--- src/rtl/edge_detect_pkg.sv ---
// Shared types and constants for the multi-channel edge detector.
package edge_detect_pkg;

    // Per-channel debounce/edge FSM states
    typedef enum logic [2:0] {
        LOW        = 3'd0,
        RISE_CHK   = 3'd1,
        RISE_PULSE = 3'd2,
        HIGH       = 3'd3,
        FALL_CHK   = 3'd4,
        FALL_PULSE = 3'd5
    } edge_state_t;

    // Per-channel 2-bit mode field: bit0 enables rise events, bit1 fall events
    localparam logic [1:0] MODE_OFF  = 2'b00;
    localparam logic [1:0] MODE_RISE = 2'b01;
    localparam logic [1:0] MODE_FALL = 2'b10;
    localparam logic [1:0] MODE_BOTH = 2'b11;

    // True when the mode field lets rising edges through
    function automatic logic rise_enabled(input logic [1:0] m);
        return (m & MODE_RISE) != MODE_OFF;
    endfunction

    // True when the mode field lets falling edges through
    function automatic logic fall_enabled(input logic [1:0] m);
        return (m & MODE_FALL) != MODE_OFF;
    endfunction

endpackage

--- src/rtl/edge_detect_chan.sv ---
// One channel: synchroniser, debounce FSM with counter, Moore level/edge decode.
module edge_detect_chan
    import edge_detect_pkg::*;
#(
    parameter int unsigned SYNC_STAGES = 2,
    parameter int unsigned DEBOUNCE    = 4
) (
    input  logic clk,
    input  logic rst_n,
    input  logic raw,
    output logic level,
    output logic rise,
    output logic fall
);

    localparam int unsigned CNT_W = $clog2(DEBOUNCE + 1);
    localparam logic [CNT_W-1:0] CNT_MAX = CNT_W'(DEBOUNCE);
    localparam logic [CNT_W-1:0] CNT_ONE = CNT_W'(1);

    logic [SYNC_STAGES-1:0] sync;
    logic                   s;
    edge_state_t            state;
    edge_state_t            state_next;
    logic [CNT_W-1:0]       cnt;
    logic [CNT_W-1:0]       cnt_next;

    // Synchroniser chain; only its last stage feeds the FSM
    always_ff @(posedge clk or negedge rst_n) begin
        if (!rst_n) begin
            sync <= '0;
        end else begin
            sync <= {sync[SYNC_STAGES-2:0], raw};
        end
    end

    assign s = sync[SYNC_STAGES-1];

    // State and debounce counter registers
    always_ff @(posedge clk or negedge rst_n) begin
        if (!rst_n) begin
            state <= LOW;
            cnt   <= '0;
        end else begin
            state <= state_next;
            cnt   <= cnt_next;
        end
    end

    // Next state: a change must persist for DEBOUNCE samples after the first
    always_comb begin
        state_next = state;
        cnt_next   = cnt;
        unique case (state)
            LOW: begin
                if (s) begin
                    state_next = RISE_CHK;
                    cnt_next   = CNT_ONE;
                end
            end
            RISE_CHK: begin
                if (!s) begin
                    state_next = LOW;
                end else if (cnt >= CNT_MAX) begin
                    state_next = RISE_PULSE;
                end else begin
                    cnt_next = cnt + CNT_ONE;
                end
            end
            RISE_PULSE: begin
                state_next = HIGH;
            end
            HIGH: begin
                if (!s) begin
                    state_next = FALL_CHK;
                    cnt_next   = CNT_ONE;
                end
            end
            FALL_CHK: begin
                if (s) begin
                    state_next = HIGH;
                end else if (cnt >= CNT_MAX) begin
                    state_next = FALL_PULSE;
                end else begin
                    cnt_next = cnt + CNT_ONE;
                end
            end
            FALL_PULSE: begin
                state_next = LOW;
            end
            default: begin
                state_next = LOW;
                cnt_next   = '0;
            end
        endcase
    end

    // Moore decode of level and raw edge pulses from the state register
    always_comb begin
        level = (state == RISE_PULSE) || (state == HIGH) || (state == FALL_CHK);
        rise  = (state == RISE_PULSE);
        fall  = (state == FALL_PULSE);
    end

endmodule

--- src/rtl/edge_detect_multi.sv ---
// N_CH debounced edge detectors with per-channel mode gating, sticky flags and IRQ.
module edge_detect_multi
    import edge_detect_pkg::*;
#(
    parameter int unsigned N_CH        = 4,
    parameter int unsigned SYNC_STAGES = 2,
    parameter int unsigned DEBOUNCE    = 4
) (
    input  logic              clk,
    input  logic              rst_n,
    input  logic [N_CH-1:0]   in,
    input  logic [2*N_CH-1:0] mode,
    input  logic [N_CH-1:0]   clr,
    input  logic [N_CH-1:0]   irq_en,
    output logic [N_CH-1:0]   level,
    output logic [N_CH-1:0]   evt,
    output logic [N_CH-1:0]   sticky,
    output logic              irq
);

    logic [N_CH-1:0] rise;
    logic [N_CH-1:0] fall;
    logic [N_CH-1:0] sticky_next;

    // Independent channel instances; mode only gates the event, never the FSM
    for (genvar i = 0; i < N_CH; i++) begin : g_ch
        edge_detect_chan #(
            .SYNC_STAGES (SYNC_STAGES),
            .DEBOUNCE    (DEBOUNCE)
        ) u_chan (
            .clk   (clk),
            .rst_n (rst_n),
            .raw   (in[i]),
            .level (level[i]),
            .rise  (rise[i]),
            .fall  (fall[i])
        );

        assign evt[i] = (rise[i] && rise_enabled(mode[2*i +: 2]))
                     || (fall[i] && fall_enabled(mode[2*i +: 2]));
    end

    // Set beats clear when both happen in the same cycle
    always_comb begin
        sticky_next = (sticky & ~clr) | evt;
    end

    // Sticky flags and interrupt both follow sticky_next
    always_ff @(posedge clk or negedge rst_n) begin
        if (!rst_n) begin
            sticky <= '0;
            irq    <= 1'b0;
        end else begin
            sticky <= sticky_next;
            irq    <= |(sticky_next & irq_en);
        end
    end

endmodule

--- config.mk ---
export PLATFORM = sky130hd
export DESIGN_NAME = edge_detect_multi
export DESIGN_NICKNAME = d
export VERILOG_FILES = /design/src/rtl/edge_detect_pkg.sv /design/src/rtl/edge_detect_chan.sv /design/src/rtl/edge_detect_multi.sv
export SDC_FILE = /design/constraint.sdc
export NUM_CORES = 1
export LEC_CHECK = 0
export ABC_AREA = 1
export BUFFER_PORTS_ARGS = -buffer_cell sky130_fd_sc_hd__buf_2
export CORE_UTILIZATION = 40
export DETAILED_ROUTE_END_ITERATION = 16
export MAX_ROUTING_LAYER = met4
export PLACE_DENSITY = 0.66
export SLEW_MARGIN = 20
export SYNTH_ARGS = -nofsm -noshare
export SYNTH_HDL_FRONTEND = slang
export SYNTH_SLANG_ARGS = --single-unit
export TNS_END_PERCENT = 100
--- constraint.sdc ---
create_clock -name clk -period 1.3 [get_ports clk]
set_input_delay 0.065 -clock clk [delete_from_list [all_inputs] [get_ports clk]]
set_output_delay 0.065 -clock clk [all_outputs]
set_load 0.01 [all_outputs]
==> metrics.txt <==
Vias/cell approximately 5; # nets final 422; Initial DRC Count 100; Rel. slew slack 74.66%; GRT overflow 0; chip height about 80 um; PD cells between 2000 and 2500 nW/um^2; CP Data Required Time 1.48 ns; Clock Latency Late Sink 0.29 ns; dpl ws -0.04548 ns; largest net degree at the start of global routing 24; leakage power 1.738 nW; antenna viol nets, final 0; placed wire-length estimate between 3000 and 4000 um; Core Region roughly 5600 um^2; RSZ-0062 raised after global routing true; CP arrival 1.51 ns; clk sinks 37; setup TNS -0.04986 ns; total number of vias 2285; failing checks setup timing; number of synthesis warnings 0; Die W 78.83 um; # port buffers 34; WL/cell 11.67 um; gr usage total roughly 18%; DIE AREA between 6000 and 7000 um^2; Hold WS roughly 0.062 ns; sequential share of the synthesized area 39.22%; Final Hold Vio Count 0; final setup margin -0.02909 ns; io pins 35; FMAX around 750 MHz; CTS tree yes; DRT Pass-1 Iters 4; clk root buf clkbuf_8; GPL Wtd Cong roughly 0.9; total power 7.361 mW; total CTS buffers 5; worst-path maximum fanout 7; Crit Path Class register to register; skew final 0.003896 ns; initial antenna violation count 0; gate count after technology mapping 330; worst hold path class primary input to register; fillers between 500 and 600; worst slew pin tran 0.3801 ns; final-report max-slew violation count 0; total wire length 5462 um; Tmin final 1.329 ns; register bit total from synthesis 37; CP Launch Type register; H-tree Lvls 2; DRC viols 0; diodes inserted 0; Max Root-Sink Buffers 2; status complete, but fails checks; final setup vio count 4; register area 940.9 um^2; mean post-synth cell area 7.155 um^2; part of the cycle the worst path needs 102.2%; global-route wire length before repair 8466 um; P&R area growth vs syn 32.86%; Net Count, Synth about 360; number of global-route vias before repair 1973; clock-pin slew on the worst setup and hold paths 0.07 ns; num rows 27; Initial Utilization 42.10%; area of the multi-input gates 1309 um^2; layout cells sized above 1 between 30% and 40%; mapped cell area 2361 um^2; Cell variety after synth 24; crit end category register; maximum vdd ir drop 0.8932 mV; number of max-cap violations 0
-- sequential cells by signal, summed over array words and instances (netlist names) --
register / cells
irq: 1
g_ch.u_chan.state: 12
g_ch.u_chan.sync: 8
g_ch.u_chan.cnt: 12
sticky: 4
-- layer usage --
| metal | GRT usage [%] | wire (um) | share of wire [%] |
|---|---|---|---|
| met1 | 21.44 | 2360 | 43 |
| met4 | 6.909 | 59 | 1.1 |
| met5 | - | 0 | 0 |
| met2 | 29.48 | 2869 | 53 |
| met3 | 3.103 | 173 | 3.2 |
-- path summary, 6_finish.rpt --
check | end | slack (ns) | depth (start not counted) | startpoint
min reg2reg | g_ch[1].u_chan.sync[1] | 0.35 | 0 | g_ch[1].u_chan.sync[0]
max reg2reg | g_ch[1].u_chan.cnt[1] | -0.03 | 7 | g_ch[1].u_chan.state[2]
min in group asynchronous | sticky[1] | 0.23 | 2 | rst_n
min | sticky[1] | 0.06 | 3 | mode[2]
max | g_ch[1].u_chan.cnt[1] | -0.03 | 7 | g_ch[1].u_chan.state[2]
max in group asynchronous | g_ch[2].u_chan.state[0] | 0.62 | 3 | rst_n
-- layout make-up --
type                    instances  share of cell area (%)
well taps                      72                   2.872
multi-input cells             229                   41.72
repair buffers                 73                   16.27
inverters                      50                   6.382
clock buffers                   7                   2.752
flip-flops and latches         37                   30.00
-- power breakdown --
part	total, mW	leakage, nW	internal (mW)	switching [mW]
Clock	0.807	0.0443	0.421	0.386
Sequential	2.18	0.455	1.58	0.596
Combinational	4.38	1.24	1.92	2.46
Total	7.36	1.74	3.92	3.44
-- Yosys cell counts --
cell | n | area [um^2]
nand2_1 | 98 | 367.9
nand3_1 | 51 | 255.2
inv_1 | 40 | 150.1
dfrtp_1 | 37 | 925.9
o21ai_0 | 13 | 65.06
nand4_1 | 12 | 75.07
nor2_1 | 12 | 45.04
nand2_2 | 11 | 68.82
inv_2 | 8 | 30.03
a21oi_1 | 7 | 35.03
buf_4 | 7 | 52.55
buf_2 | 5 | 25.02
ha_1 | 4 | 50.05
nor2_2 | 4 | 25.02
nor2_4 | 4 | 45.04
xnor2_1 | 4 | 35.03
nand3_2 | 3 | 30.03
o21ai_1 | 3 | 15.01
buf_6 | 2 | 22.52
a21oi_4 | 1 | 16.27
clkinv_1 | 1 | 3.750
inv_6 | 1 | 8.760
nand3b_1 | 1 | 7.510
o22ai_1 | 1 | 6.260
-- cells by family (layout without fill, tap and decap cells) --
group / Yosys count / after routing / share of synthesized area, %
AND/OR/NAND/NOR: 196 / 196 / 38.95
buffers and inverters: 64 / 130 / 12.40
flip-flops: 37 / 37 / 39.22
AO/OA/AOI/OAI: 25 / 25 / 5.829
adder cells (fa/ha/maj): 4 / 4 / 2.120
XOR/XNOR: 4 / 4 / 1.484
-- repair_timing --
action,in CTS,in global routing
setup endpoints to repair,21,29
hold buffers,5,0
gates resized for setup,13,64
endpoints found under the hold margin,18,0
setup buffers,10,14
pin swaps,1,24
-- cells in the final DEF, fill, tap and decap left out --
cell type	netlist	layout
nand2_1	98	81
nand3_1	51	40
inv_1	40	34
buf_2	5	34
buf_4	7	27
dfrtp_1	37	25
nand2_2	11	23
nand3_2	3	13
nand4_1	12	12
dfrtp_2	0	12
inv_2	8	11
nor2_1	12	10
nor2_4	4	8
a21oi_1	7	7
o21ai_1	3	7
o21ai_0	13	6
clkbuf_8	0	6
buf_6	2	6
nand2_4	0	5
dlygate4sd3_1	0	5
xnor2_1	4	4
ha_1	4	4
inv_4	0	3
o21ai_2	0	3
nor2_2	4	2
nand3_4	0	1
inv_6	1	1
clkinv_1	1	1
a21oi_4	1	1
o22ai_1	1	1
nand3b_1	1	1
clkbuf_1	0	1
buf_12	0	1
-- per-stage QoR --
stage	area [um^2]	utilization [%]	cells
after detailed placement	2609	46.52	432
after global placement	2609	46.52	432
after CTS	2841	50.67	454
after global routing	3137	55.93	468
final	3137	55.93	468
after floorplan	2361	-	330
-- critical path, stage by stage (launching register included) --
cell      delay (ns)
dfrtp_2         0.48
nor2_2          0.22
nand2_2         0.09
nand2_2         0.10
a21oi_4         0.08
buf_4           0.14
nand3b_1        0.07
nand2_1         0.05
(Power assumes the default switching activity.)
